===== src/rtl/ahb_apb_bridge_param.sv =====
// AHB-Lite to APB bridge with a parameterised slave count and bus widths.
// The bridge decodes an address window starting at BASE_ADDR into NUM_SLV equal slave windows.
// It supports APB wait states through Pready.
// Pslverr, unmapped addresses and a Pready timeout are all reported as a two-cycle AHB ERROR.
module ahb_apb_bridge_param #(
  parameter int                ADDR_W    = 32,
  parameter int                DATA_W    = 32,
  parameter int                NUM_SLV   = 3,
  parameter logic [ADDR_W-1:0] BASE_ADDR = ADDR_W'(32'h8000_0000),
  parameter int                SLV_SHIFT = 10,
  parameter int                TIMEOUT   = 256
) (
  input  logic              Hclk,
  input  logic              Hresetn,
  input  logic              Hwrite,
  input  logic              Hreadyin,
  input  logic [1:0]        Htrans,
  input  logic [ADDR_W-1:0] Haddr,
  input  logic [DATA_W-1:0] Hwdata,
  output logic              Hreadyout,
  output logic [1:0]        Hresp,
  output logic [DATA_W-1:0] Hrdata,
  output logic [NUM_SLV-1:0] Pselx,
  output logic              Penable,
  output logic              Pwrite,
  output logic [ADDR_W-1:0] Paddr,
  output logic [DATA_W-1:0] Pwdata,
  input  logic [DATA_W-1:0] Prdata,
  input  logic              Pready,
  input  logic              Pslverr
);

  localparam int IDX_W = (NUM_SLV > 1) ? $clog2(NUM_SLV) : 1;
  localparam int CNT_W = (TIMEOUT > 0) ? $clog2(TIMEOUT + 1) : 1;
  localparam logic [ADDR_W:0]  REGION  = (ADDR_W + 1)'(NUM_SLV) << SLV_SHIFT;
  localparam logic [CNT_W-1:0] TO_LAST = (TIMEOUT > 0) ? CNT_W'(TIMEOUT - 1) : '0;

  typedef enum logic [2:0] {IDLE, WDATA, SETUP, ACCESS, ERR1, ERR2} state_t;

  state_t            state, next_state, acc_state;
  logic              accept, take, mapped;
  logic [ADDR_W-1:0] offset, addr_q;
  logic [IDX_W-1:0]  idx_q;
  logic [CNT_W-1:0]  cnt;
  logic              htrans_unused;

  assign htrans_unused = Htrans[0];
  assign accept = Htrans[1] && Hreadyin;
  assign offset = Haddr - BASE_ADDR;
  assign mapped = (Haddr >= BASE_ADDR) && ({1'b0, offset} < REGION);
  assign Hrdata = Prdata;

  // Next-state decode plus the AHB response for the current state
  always_comb begin
    next_state = state;
    Hreadyout  = 1'b1;
    Hresp      = 2'b00;
    take       = 1'b0;
    if (!mapped)
      acc_state = ERR1;
    else if (Hwrite)
      acc_state = WDATA;
    else
      acc_state = SETUP;
    case (state)
      IDLE: begin
        if (accept) begin
          take       = 1'b1;
          next_state = acc_state;
        end
      end
      WDATA: begin
        Hreadyout  = 1'b0;
        next_state = SETUP;
      end
      SETUP: begin
        Hreadyout  = 1'b0;
        next_state = ACCESS;
      end
      ACCESS: begin
        Hreadyout = Pready && !Pslverr;
        if (Pready && !Pslverr) begin
          if (accept) begin
            take       = 1'b1;
            next_state = acc_state;
          end else begin
            next_state = IDLE;
          end
        end else if (Pready) begin
          next_state = ERR1;
        end else if ((TIMEOUT > 0) && (cnt == TO_LAST)) begin
          next_state = ERR1;
        end
      end
      ERR1: begin
        Hreadyout  = 1'b0;
        Hresp      = 2'b01;
        next_state = ERR2;
      end
      ERR2: begin
        Hresp = 2'b01;
        if (accept) begin
          take       = 1'b1;
          next_state = acc_state;
        end else begin
          next_state = IDLE;
        end
      end
      default: next_state = IDLE;
    endcase
  end

  // APB select and enable follow the state, so reset or an error drops them at once
  always_comb begin
    Pselx   = '0;
    Penable = 1'b0;
    if (state == SETUP || state == ACCESS)
      Pselx = NUM_SLV'(1) << idx_q;
    if (state == ACCESS)
      Penable = 1'b1;
  end

  // State register
  always_ff @(posedge Hclk or negedge Hresetn) begin
    if (!Hresetn)
      state <= IDLE;
    else
      state <= next_state;
  end

  // Address and slave index captured when a transfer is accepted
  always_ff @(posedge Hclk or negedge Hresetn) begin
    if (!Hresetn) begin
      addr_q <= '0;
      idx_q  <= '0;
    end else if (take) begin
      addr_q <= Haddr;
      if (mapped)
        idx_q <= offset[SLV_SHIFT +: IDX_W];
    end
  end

  // APB address, direction and write data, loaded on entry to SETUP and held otherwise
  always_ff @(posedge Hclk or negedge Hresetn) begin
    if (!Hresetn) begin
      Paddr  <= '0;
      Pwrite <= 1'b0;
      Pwdata <= '0;
    end else if (state == WDATA) begin
      Paddr  <= addr_q;
      Pwrite <= 1'b1;
      Pwdata <= Hwdata;
    end else if (take && next_state == SETUP) begin
      Paddr  <= Haddr;
      Pwrite <= 1'b0;
    end
  end

  // Pready timeout counter, cleared on entry to SETUP
  always_ff @(posedge Hclk or negedge Hresetn) begin
    if (!Hresetn)
      cnt <= '0;
    else if (next_state == SETUP)
      cnt <= '0;
    else if (state == ACCESS && !Pready)
      cnt <= cnt + CNT_W'(1);
  end

endmodule


===== config.mk =====
export PLATFORM = sky130hd
export DESIGN_NAME = ahb_apb_bridge_param
export DESIGN_NICKNAME = d
export VERILOG_FILES = /design/src/rtl/ahb_apb_bridge_param.sv
export SDC_FILE = /design/constraint.sdc
export NUM_CORES = 1
export LEC_CHECK = 0
export BUFFER_PORTS_ARGS = -buffer_cell sky130_fd_sc_hd__buf_4
export CORE_ASPECT_RATIO = 1.75
export CORE_MARGIN = 2
export CORE_UTILIZATION = 48
export CTS_CLUSTER_DIAMETER = 100
export DETAILED_ROUTE_END_ITERATION = 12
export GPL_ROUTABILITY_DRIVEN = 0
export PLACE_DENSITY = 0.8
export SKIP_CTS_REPAIR_TIMING = 1
export SYNTH_ARGS = -nofsm -noshare
export SYNTH_HDL_FRONTEND = slang
export SYNTH_SLANG_ARGS = --single-unit

===== constraint.sdc =====
create_clock -name Hclk -period 2.1 [get_ports Hclk]
set_clock_uncertainty 0.05 [all_clocks]
set_input_delay 0.315 -clock Hclk [delete_from_list [all_inputs] [get_ports Hclk]]
set_output_delay 0.315 -clock Hclk [all_outputs]
set_load 0.02 [all_outputs]

==> parameters.txt, run 1 <==
Parameter                              Value

Floorplanning
  Initial standard-cell utilization of the core    48.77%
  Area of the placeable core    between 10000 and 15000 µm²
  Die outline width    between 80 and 90 µm
  Row cnt    49
  Die span in y    around 140 µm
  IO Count    about 210
  DIE AREA    11140 µm²

Global route
  Met3 global-route usage    ~4.9%
  Global-route wire length before repair    between 15 and 20 mm
  Top Usage Layer GRT    met2
  Largest net degree at the start of global routing    78
  Met1 layer usage reported by global route    25.90%
  Initial antenna violation count    0
  Overflow left after global routing    0
  Via count of the first global-routing pass    3833
  Global-route usage over all layers    about 22%
  Met2 global-route usage    between 30% and 40%

Hold path
  Number of stages on the worst hold path    3
  Endpoint of the worst hold-timing path    Pwdata[16]$_DFFE_PN0P_
  Worst hold start    Hwdata[16]
  Tightest Hold Check Type    in2reg

Logic synthesis
  Prevailing post-synth register cell    sky130_fd_sc_hd__dfrtp_1
  Number of flops mapped to enable cells by yosys    0
  Cell count after synthesis    496
  Area fraction of the dominant cell type after synthesis    56.30%
  Synthesis Warnings    0
  Top post-synthesis cells by area    sky130_fd_sc_hd__dfrtp_1 (56%), sky130_fd_sc_hd__nand2_1 (13%), sky130_fd_sc_hd__mux2_2 (8.0%)
  Average cell area after synthesis    between 9 and 10 µm²
  Net count after synthesis    roughly 600
  Flops & latches, synth    111
  Post-synth top area cell    sky130_fd_sc_hd__dfrtp_1
  Synth Cell Area    ~4900 µm²
  Post-synthesis sequential area ratio    ~56%
  Number of distinct library cells after synthesis    38
  Async S/R FF share, synth    100.0%

Timing
  Tmin final    1.963 ns
  Share of the cycle needed by the critical path after routing    93.48%
  Setup slack after layout    ~0.14 ns
  Final Hold Vio Count    0
  Unrepaired setup endpoints after global routing    false
  Final slew viol count    0
  Max Freq    roughly 510 MHz
  Number of endpoints failing setup at the final stage    0
  Setup TNS Final    0 ns

Setup path
  Data arrival time of the critical path    approximately 2.2 ns
  Reg-to-reg slack, setup    between 0.1 and 0.15 ns
  Crit Path Category    reg2reg
  Reg-to-reg critical path startpoint    state[0]$_DFF_PN0_
  Maximum cell stage delay along the critical path    0.51 ns
  Req. time, crit path    ~2.3 ns
  Standard cell with the maximum stage delay on the critical path    sky130_fd_sc_hd__dfrtp_2
  Cells along the critical path    and3b_1 -> a211oi_4 -> nor4b_4 -> or2b_2 -> a211oi_1
  Kind of end point of the critical path    register
  Sort of element at the start of the critical path    register
  Peak fanout along the critical path    12
  Critical R2R Capture    cnt[8]$_DFFE_PN0P_
  Depth of the most critical reg-to-reg path    5

Placed design
  Detailed Place HPWL    between 8 and 9 mm
  Post-Place Worst Slack    -0.06703 ns
  IO Port Bufs    141

Layout
  Share of layout cells above drive strength 1    roughly 36%
  Most common cell after layout, fill and taps aside    sky130_fd_sc_hd__nand2_1
  Final-stage net count    around 710
  Antenna cell count    0
  Core utilization of the finished layout    61.86%
  Area grow syn2layout    26.83%
  Fill count    833
  Commonest cells after routing, fill and taps aside    sky130_fd_sc_hd__nand2_1 (171), sky130_fd_sc_hd__buf_4 (155), sky130_fd_sc_hd__dfrtp_1 (108)

Route
  Remaining number of nets flagged by the antenna check after routing    0
  Routed length per placed instance    15.79 µm
  First-pass iteration count of the detailed router    4
  Detailed Route Iter0 Violations    326
  DRC errors left    0
  Total wire length after detailed routing    ~12 mm
  Routed vias/inst    around 5.2
  Via count    3804

Job
  Max-capacitance violation count    0

Pwr
  Int Pwr    5.780 mW
  Psw    3.825 mW
  Combinational cell fraction of total power    between 40 and 50%
  Static leakage    slightly above 3 nW
  PD cells    roughly 1500 nW/µm²
  Portion of total power attributed to the clock network    17.2%
  Share of power burned in registers    between 30% and 40%
  Peak supply drop    about 0.84 mV
  Sw Ratio    39.83%
  Final total power    between 9 and 10 mW

Clocking
  Clk root buf    sky130_fd_sc_hd__clkbuf_16
  Clock tree from TritonCTS    done
  CTS clk-pin slew, worst paths    ~0.080 ns
  Clock sink count    between 100 and 150
  CTS H-Tree Depth    3
  Maximum root-to-sink buffer count    2
  Latest clock arrival within the worst-skew pair    0.35 ns
  TritonCTS buffer count    9

Outcome
  Run status    finished, final reports clean
## cell type report
cell class / count / area, µm² / area share (%)
flip-flops and latches: 111 / 2781 / 44.45
multi-input cells: 322 / 1792 / 28.63
repair buffers: 159 / 1225 / 19.58
clock buffers: 9 / 225.2 / 3.599
well taps: 127 / 158.9 / 2.539
clock inverters: 7 / 63.81 / 1.020
inverters: 3 / 11.26 / 0.1800
## power groups by stage
stage                     Sequential [mW]  Clock, mW  Combinational [mW]
after global placement               3.66          0                4.03
after CTS                            3.69       1.67                4.19
final                                3.69       1.65                4.26
after floorplan                      4.26          0                2.03
after global routing                 3.82       1.76                4.63
after detailed placement             3.71          0                4.19
## how the worst max path moves through the flow
| stage | end | slack [ns] | from |
|---|---|---|---|
| 6_report | cnt[8]$_DFFE_PN0P_ | 0.14 | state[0]$_DFF_PN0_ |
| 5_1_grt | cnt[8]$_DFFE_PN0P_ | 0.04 | state[0]$_DFF_PN0_ |
| 4_1_cts | Paddr[7]$_DFFE_PN0P_ | 0.01 | state[1]$_DFF_PN0_ |
| 3_5_place_dp | Paddr[7]$_DFFE_PN0P_ | -0.07 | Haddr[15] |
| 3_3_place_gp | Paddr[9]$_DFFE_PN0P_ | -0.06 | Haddr[15] |
| 2_1_floorplan | addr_q[0]$_DFFE_PN0P_ | 0.35 | state[1]$_DFF_PN0_ |
## flip-flops by register name (all words and copies together), names as in the netlist
name    cells
Paddr      32
cnt         9
state       3
Pwdata     32
Pwrite      1
idx_q       2
addr_q     32
## per-stage QoR
step	hold WS, ns	std cells	area, µm²
floorplan	-0.03059	496	4933
global placement	0.2315	717	5891
detailed placement	0.2397	717	5891
CTS	-0.1389	733	6180
global route	0.09726	738	6257
finish	0.09904	738	6257
## worst max-delay path, delay by kind of cell, from the launching register on
kind	cells	cell delay [ns]
simple gates	3	0.76
compound gates	2	0.56
flops	1	0.51
## layer usage
| metal | up-vias | part of all wire, % |
|---|---|---|
| met5 | - | 0 |
| met4 | 0 | 4.0 |
| met3 | 48 | 5.6 |
| met2 | 129 | 52 |
| met1 | 1815 | 39 |
| li1 | 1812 | - |
## cell usage after synthesis, drive strengths merged, types with 3 or more instances
| cell | instances |
|---|---|
| a21oi | 4 |
| a31oi | 13 |
| buf | 51 |
| clkbuf | 10 |
| dfrtp | 111 |
| inv | 3 |
| mux2 | 35 |
| nand2 | 172 |
| nand4 | 4 |
| nor2 | 20 |
| nor3 | 15 |
| nor4 | 4 |
| o21ai | 23 |
| xnor2 | 4 |
| xor2 | 3 |
## kinds of logic after synthesis
| family | after synthesis | synth area share [%] |
|---|---|---|
| other | 1 | 0.07601 |
| multiplexers | 36 | 8.192 |
| flip-flops | 111 | 56.30 |
| buffers and inverters | 64 | 8.318 |
| adder cells (fa/ha/maj) | 2 | 0.5071 |
| XOR/XNOR | 7 | 1.243 |
| AND/OR/NAND/NOR | 231 | 20.21 |
| AO/OA/AOI/OAI | 44 | 5.148 |
Note: power is estimated with default switching activity, not from simulation.
==> run 2, diff against run 1 <==
--- a/config.mk
+++ b/config.mk
@@ -6,13 +6,15 @@
 export NUM_CORES = 1
 export LEC_CHECK = 0
 export BUFFER_PORTS_ARGS = -buffer_cell sky130_fd_sc_hd__buf_4
+export CELL_PAD_IN_SITES_DETAIL_PLACEMENT = 1
+export CELL_PAD_IN_SITES_GLOBAL_PLACEMENT = 1
 export CORE_ASPECT_RATIO = 1.75
 export CORE_MARGIN = 2
-export CORE_UTILIZATION = 48
+export CORE_UTILIZATION = 35
 export CTS_CLUSTER_DIAMETER = 100
 export DETAILED_ROUTE_END_ITERATION = 12
 export GPL_ROUTABILITY_DRIVEN = 0
-export PLACE_DENSITY = 0.8
+export PLACE_DENSITY_LB_ADDON = 0.1
 export SKIP_CTS_REPAIR_TIMING = 1
 export SYNTH_ARGS = -nofsm -noshare
 export SYNTH_HDL_FRONTEND = slang
==> run 2 against run 1 <==
  * Wire length increased by 15%
  * Cell area is 0.46% higher
  * Non-clock buffer count down 1
  * Clock-buffer cell count up 1
  * Combinational power barely moved
  * Via count rose by 1.7%
  * First-iteration DRC count fell by 53%
  * Final cell count rose by 6.5%
  * Critical path depth is the same
  * Register-to-register slack lost 0.03 ns
  * Sequential cell count stayed put
  * Die area grew 36%
==> parameters.txt, run 2 (synthesis results as in run 1) <==
Parameter                              Value

Outcome
  Run status    finished, final reports clean

Route
  Highest Signal Layer    met4
  Remaining number of nets flagged by the antenna check after routing    0 (unchanged)
  DR WL met3    758 µm (+17%)
  Detailed Route Iter0 Violations    152 (-53%)
  Routed vias/inst    4.921 (-4.5%)
  Detailed route wirelength on metal2    7.216 mm (+19%)
  Routed length per placed instance    17.02 µm (+7.8%)
  First-pass iteration count of the detailed router    4 (unchanged)
  DRC errors left    0 (unchanged)
  Via count    3868 (+1.7%)
  DRT met1 WL    5.174 mm (+15%)
  Total wire length after detailed routing    13.38 mm (+15%)

Pwr
  Portion of total power attributed to the clock network    17.5% (+0.3 points)
  Static leakage    3.086 nW (-0.36%)
  Combinational cell fraction of total power    44.4% (about the same)
  Peak supply drop    0.5708 mV (-32%)
  Psw    3.823 mW (about the same)
  Sw Ratio    39.81% (about the same)
  Int Pwr    5.780 mW (about the same)
  PD cells    1528 nW/µm² (-0.48%)
  Share of power burned in registers    38.0% (-0.4 points)

Layout
  Core utilization of the finished layout    45.43% (-16 points)
  Non-Filler Instances    786 (+6.5%)
  Final-stage net count    710 (-0.28%)
  Most common cell after layout, fill and taps aside    sky130_fd_sc_hd__nand2_1
  Area grow syn2layout    27.42%
  Biggest registers after layout    Paddr (32), Pwdata (32), addr_q (32)
  Multi-input logic area    1760 µm² (-1.7%)
  Antenna cell count    0 (unchanged)
  Final std cell area, no fill    6286 µm² (+0.46%)
  Commonest cells after routing, fill and taps aside    sky130_fd_sc_hd__nand2_1 (171), sky130_fd_sc_hd__buf_4 (154), sky130_fd_sc_hd__dfrtp_1 (111)
  Share of layout cells above drive strength 1    35.63% (-0.70 points)
  FF+latch area    2778 µm² (-0.14%)
  Fill count    1599 (+92%)

Global route
  Via count of the first global-routing pass    4253 (+11%)
  Overflow left after global routing    0 (unchanged)
  Global-route wire length before repair    21.97 mm (+18%)
  Largest net degree at the start of global routing    54 (-31%)
  Global-route usage over all layers    18.63% (-2.9 points)
  Initial antenna violation count    0 (unchanged)

Timing
  Tmin final    1.995 ns (+0.03226 ns)
  Unrepaired setup endpoints after global routing    false
  Final Hold Vio Count    0 (unchanged)
  Max Freq    501.2 MHz (-1.6%)
  Final slew viol count    0 (unchanged)
  Number of endpoints failing setup at the final stage    0 (unchanged)
  Share of the cycle needed by the critical path after routing    95.01% (+1.5 points)
  Setup slack after layout    0.1047 ns (-0.03226 ns)

Floorplanning
  Die outline width    93.75 µm (+16%)
  Row cnt    57 (+16%)
  DIE AREA    15100 µm² (+36%)
  Die span in y    161.1 µm (+17%)
  Initial standard-cell utilization of the core    35.66% (-13 points)
  Area of the placeable core    13840 µm² (+37%)
  IO Count    208 (unchanged)

Clocking
  CTS H-Tree Depth    3 (unchanged)
  Clock tree from TritonCTS    done
  Maximum root-to-sink buffer count    2 (unchanged)
  CTS clk-pin slew, worst paths    0.08 ns (about the same)
  Clock sink count    111 (unchanged)
  TritonCTS buffer count    9 (unchanged)
  Clk root buf    sky130_fd_sc_hd__clkbuf_16
  Latest clock arrival within the worst-skew pair    0.35 ns (about the same)

Job
  Max-capacitance violation count    0 (unchanged)

Setup path
  Data arrival time of the critical path    2.20 ns (+0.03 ns)
  Peak fanout along the critical path    22 (+10)
  Req. time, crit path    2.30 ns (about the same)
  Kind of end point of the critical path    register
  Sort of element at the start of the critical path    register
  Crit Path Category    reg2reg

Placed design
  Placed Instance Area    5981 µm² (+1.5%)
  Detailed Place HPWL    9.486 mm (+15%)
  IO Port Bufs    141 (unchanged)
  Post-Place Worst Slack    -0.1254 ns (-0.05838 ns)
  Count of placed standard cells including taps    769 (+7.3%)

Hold path
  Tightest Hold Check Type    in2reg
==> run 2: worst paths after layout <==
| kind | startpoint | to | slack, ns | cells past startpoint |
|---|---|---|---|---|
| worst max-delay path | state[0]$_DFF_PN0_ | cnt[8]$_DFFE_PN0P_ | 0.10 | 5 |
| worst min-delay path | Hwdata[29] | Pwdata[29]$_DFFE_PN0P_ | 0.1 | 3 |
| worst max register to register | state[0]$_DFF_PN0_ | cnt[8]$_DFFE_PN0P_ | 0.10 | 5 |
| worst min register to register | addr_q[22]$_DFFE_PN0P_ | Paddr[22]$_DFFE_PN0P_ | 0.43 | 2 |
| max in group asynchronous | Hresetn | Pwdata[27]$_DFFE_PN0P_ | 0.99 | 3 |
| min in group asynchronous | Hresetn | Paddr[16]$_DFFE_PN0P_ | 0.37 | 2 |
==> run 2: through the flow <==
step | TNS, ns | hold slack [ns] | total power [mW]
2_1_floorplan | 0 | -0.03059 | 6.286
3_3_place_gp | -1.487 | 0.2143 | 7.868
3_5_place_dp | -2.369 | 0.2135 | 8.058
4_1_cts | 0 | -0.1703 | 9.775
5_1_grt | 0 | 0.09886 | 10.33
6_report | 0 | 0.09937 | 9.603
==> run 2: metal layers <==
metal / up-vias / GRT usage, %
met5: - / 0
met4: 0 / 6.522
met3: 14 / 4.757
met2: 109 / 32.92
met1: 1945 / 21.54
li1: 1800 / -
==> run 2: worst max-delay path, cell delays in order (launching register included) <==
cell and delay, ns:
sky130_fd_sc_hd__dfrtp_1 0.49, sky130_fd_sc_hd__and3b_1 0.25, sky130_fd_sc_hd__a211oi_2 0.44, sky130_fd_sc_hd__nor4b_4 0.10, sky130_fd_sc_hd__or2b_4 0.38, sky130_fd_sc_hd__a211oi_1 0.20
==> run 2: area by class of cell <==
cell class,instances,share of cell area (%)
Clock buffer,10,3.802
Clock inverter,6,0.7962
Inverter,3,0.1791
Multi-Input combinational cell,321,28.01
Sequential cell,111,44.19
Tap cell,177,3.523
Timing Repair Buffer,158,19.51
==> run 2: power by group through the flow <==
stage,registers (mW),logic [mW],clock network [mW]
4_1_cts,3.67,4.37,1.74
6_report,3.65,4.27,1.68
3_3_place_gp,3.65,4.22,0
3_5_place_dp,3.70,4.36,0
2_1_floorplan,4.26,2.03,0
5_1_grt,3.80,4.71,1.82
==> run 3, diff against run 2 <==
--- a/config.mk
+++ b/config.mk
@@ -15,6 +15,7 @@
 export DETAILED_ROUTE_END_ITERATION = 12
 export GPL_ROUTABILITY_DRIVEN = 0
 export PLACE_DENSITY_LB_ADDON = 0.1
+export RECOVER_POWER = 100
 export SKIP_CTS_REPAIR_TIMING = 1
 export SYNTH_ARGS = -nofsm -noshare
 export SYNTH_HDL_FRONTEND = slang
==> run 3 against run 2 <==
  * Sequential power hardly changed
  * Critical path type unchanged
  * Worst setup slack worse by 0.013 ns
  * Maximum frequency is 0.67% lower
  * Via count is 0.26% lower
  * Largest power group unchanged
  * Total power is 5.5% lower
  * Largest cell class unchanged
  * Register-to-register slack hardly changed
  * Wire length is 0.18% lower
  * Critical endpoint is now addr_q[30]$_DFFE_PN0P_
==> parameters.txt, run 3 (synthesis results as in run 1) <==
Parameter                              Value

Outcome
  Run status    finished, final reports clean

Setup path
  Data arrival time of the critical path    2.19 ns (about the same)
  Sort of element at the start of the critical path    register
  Crit Path Category    reg2reg
  Kind of end point of the critical path    register
  Peak fanout along the critical path    11 (-50%)
  Req. time, crit path    2.28 ns (-0.02 ns)

Clocking
  CTS H-Tree Depth    3 (unchanged)
  Clk root buf    sky130_fd_sc_hd__clkbuf_16
  Clock tree from TritonCTS    done
  Clock sink count    111 (unchanged)
  CTS clk-pin slew, worst paths    0.08 ns (about the same)
  Latest clock arrival within the worst-skew pair    0.35 ns (about the same)
  Maximum root-to-sink buffer count    2 (unchanged)
  TritonCTS buffer count    9 (unchanged)

Route
  Via count    3858 (-0.26%)
  DRC errors left    0 (unchanged)
  Total wire length after detailed routing    13.35 mm (-0.18%)
  Routed vias/inst    4.908 (-0.26%)
  First-pass iteration count of the detailed router    4 (unchanged)
  Routed length per placed instance    16.99 µm (-0.18%)
  Remaining number of nets flagged by the antenna check after routing    0 (unchanged)
  Detailed Route Iter0 Violations    171 (+13%)

Layout
  Area grow syn2layout    21.68%
  Most common cell after layout, fill and taps aside    sky130_fd_sc_hd__nand2_1
  Final std cell area, no fill    6003 µm² (-4.5%)
  Fill count    1647 (+3.0%)
  Commonest cells after routing, fill and taps aside    sky130_fd_sc_hd__nand2_1 (171), sky130_fd_sc_hd__dfrtp_1 (111), sky130_fd_sc_hd__buf_4 (80)
  Share of layout cells above drive strength 1    24.14% (-11 points)
  Biggest registers after layout    Paddr (32), Pwdata (32), addr_q (32)
  Non-Filler Instances    786 (unchanged)
  Final-stage net count    710 (unchanged)
  FF+latch area    2778 µm² (unchanged)
  Antenna cell count    0 (unchanged)
  Core utilization of the finished layout    43.39% (-2.0 points)
  Multi-input logic area    1759 µm² (about the same)

Placed design
  Detailed Place HPWL    9.486 mm (unchanged)
  Placed Instance Area    5981 µm² (unchanged)
  IO Port Bufs    141 (unchanged)
  Count of placed standard cells including taps    769 (unchanged)
  Post-Place Worst Slack    -0.1254 ns (unchanged)

Timing
  Final Hold Slack    0.09824 ns (-0.001128 ns)
  Max Freq    497.8 MHz (-0.67%)
  Number of endpoints failing setup at the final stage    0 (unchanged)
  Setup TNS Final    0 ns (unchanged)
  Final slew viol count    0 (unchanged)
  Share of the cycle needed by the critical path after routing    95.65% (+0.64 points)
  Worst-Margin Slew    0.6760 ns
  Worst-case headroom to the max-slew limit    54.94%
  Setup slack after layout    0.09127 ns (-0.01343 ns)
  Final Hold Vio Count    0 (unchanged)
  Tmin final    2.009 ns (+0.01343 ns)
  Unrepaired setup endpoints after global routing    false

Floorplanning
  Die span in y    161.1 µm (unchanged)
  IO Count    208 (unchanged)
  Die outline width    93.75 µm (unchanged)
  Initial standard-cell utilization of the core    35.66% (unchanged)
  DIE AREA    15100 µm² (unchanged)
  Area of the placeable core    13840 µm² (unchanged)
  Row cnt    57 (unchanged)

Global route
  Global-route wire length before repair    21.97 mm (unchanged)
  Global-route usage over all layers    18.63% (unchanged)
  Via count of the first global-routing pass    4253 (unchanged)
  Overflow left after global routing    0 (unchanged)
  Initial antenna violation count    0 (unchanged)
  Largest net degree at the start of global routing    54 (unchanged)

Pwr
  PD cells    1511 nW/µm² (-1.1%)
  Static leakage    2.816 nW (-8.8%)
  Final total power    9.071 mW (-5.5%)
  Peak supply drop    0.4990 mV (-13%)

Hold path
  Tightest Hold Check Type    in2reg

Job
  Max-capacitance violation count    0 (unchanged)
-- run 3: layer usage --
layer / GRT usage, % / vias to the layer above / wire length, µm
met5: 0 / - / 0
met4: 6.522 / 0 / 227
met3: 4.757 / 15 / 764
met2: 32.92 / 113 / 7166
met1: 21.54 / 1924 / 5192
li1: - / 1806 / -
-- run 3: path summary, 6_finish.rpt --
check | from | endpoint | slack (ns) | depth (start not counted)
worst max-delay path | state[1]$_DFF_PN0_ | addr_q[30]$_DFFE_PN0P_ | 0.09 | 5
worst min-delay path | Hwdata[29] | Pwdata[29]$_DFFE_PN0P_ | 0.1 | 3
worst max register to register | state[1]$_DFF_PN0_ | addr_q[30]$_DFFE_PN0P_ | 0.09 | 5
worst min register to register | Pwdata[17]$_DFFE_PN0P_ | Pwdata[17]$_DFFE_PN0P_ | 0.43 | 2
max in group asynchronous | Hresetn | Pwdata[5]$_DFFE_PN0P_ | 0.34 | 3
min in group asynchronous | Hresetn | Paddr[16]$_DFFE_PN0P_ | 0.48 | 2
-- run 3: worst max-delay path: stages, from the launching register on --
cell	delay [ns]
sky130_fd_sc_hd__dfrtp_1	0.45
sky130_fd_sc_hd__nor4bb_2	0.36
sky130_fd_sc_hd__a211oi_2	0.18
sky130_fd_sc_hd__nor2_4	0.16
sky130_fd_sc_hd__buf_2	0.31
sky130_fd_sc_hd__mux2_2	0.38
-- run 3: final cells by class --
| type | count | area share [%] |
|---|---|---|
| Inverter | 3 | 0.1876 |
| Timing Repair Buffer | 158 | 15.74 |
| Clock buffer | 10 | 3.981 |
| Sequential cell | 111 | 46.27 |
| Tap cell | 177 | 3.689 |
| Clock inverter | 6 | 0.8337 |
| Multi-Input combinational cell | 321 | 29.30 |
-- run 3: report_power, final --
part	internal (mW)	switching [mW]	total (mW)
logic	1.32	2.44	3.76
clock network	0.858	0.822	1.68
registers	3.10	0.539	3.63
total	5.27	3.80	9.07
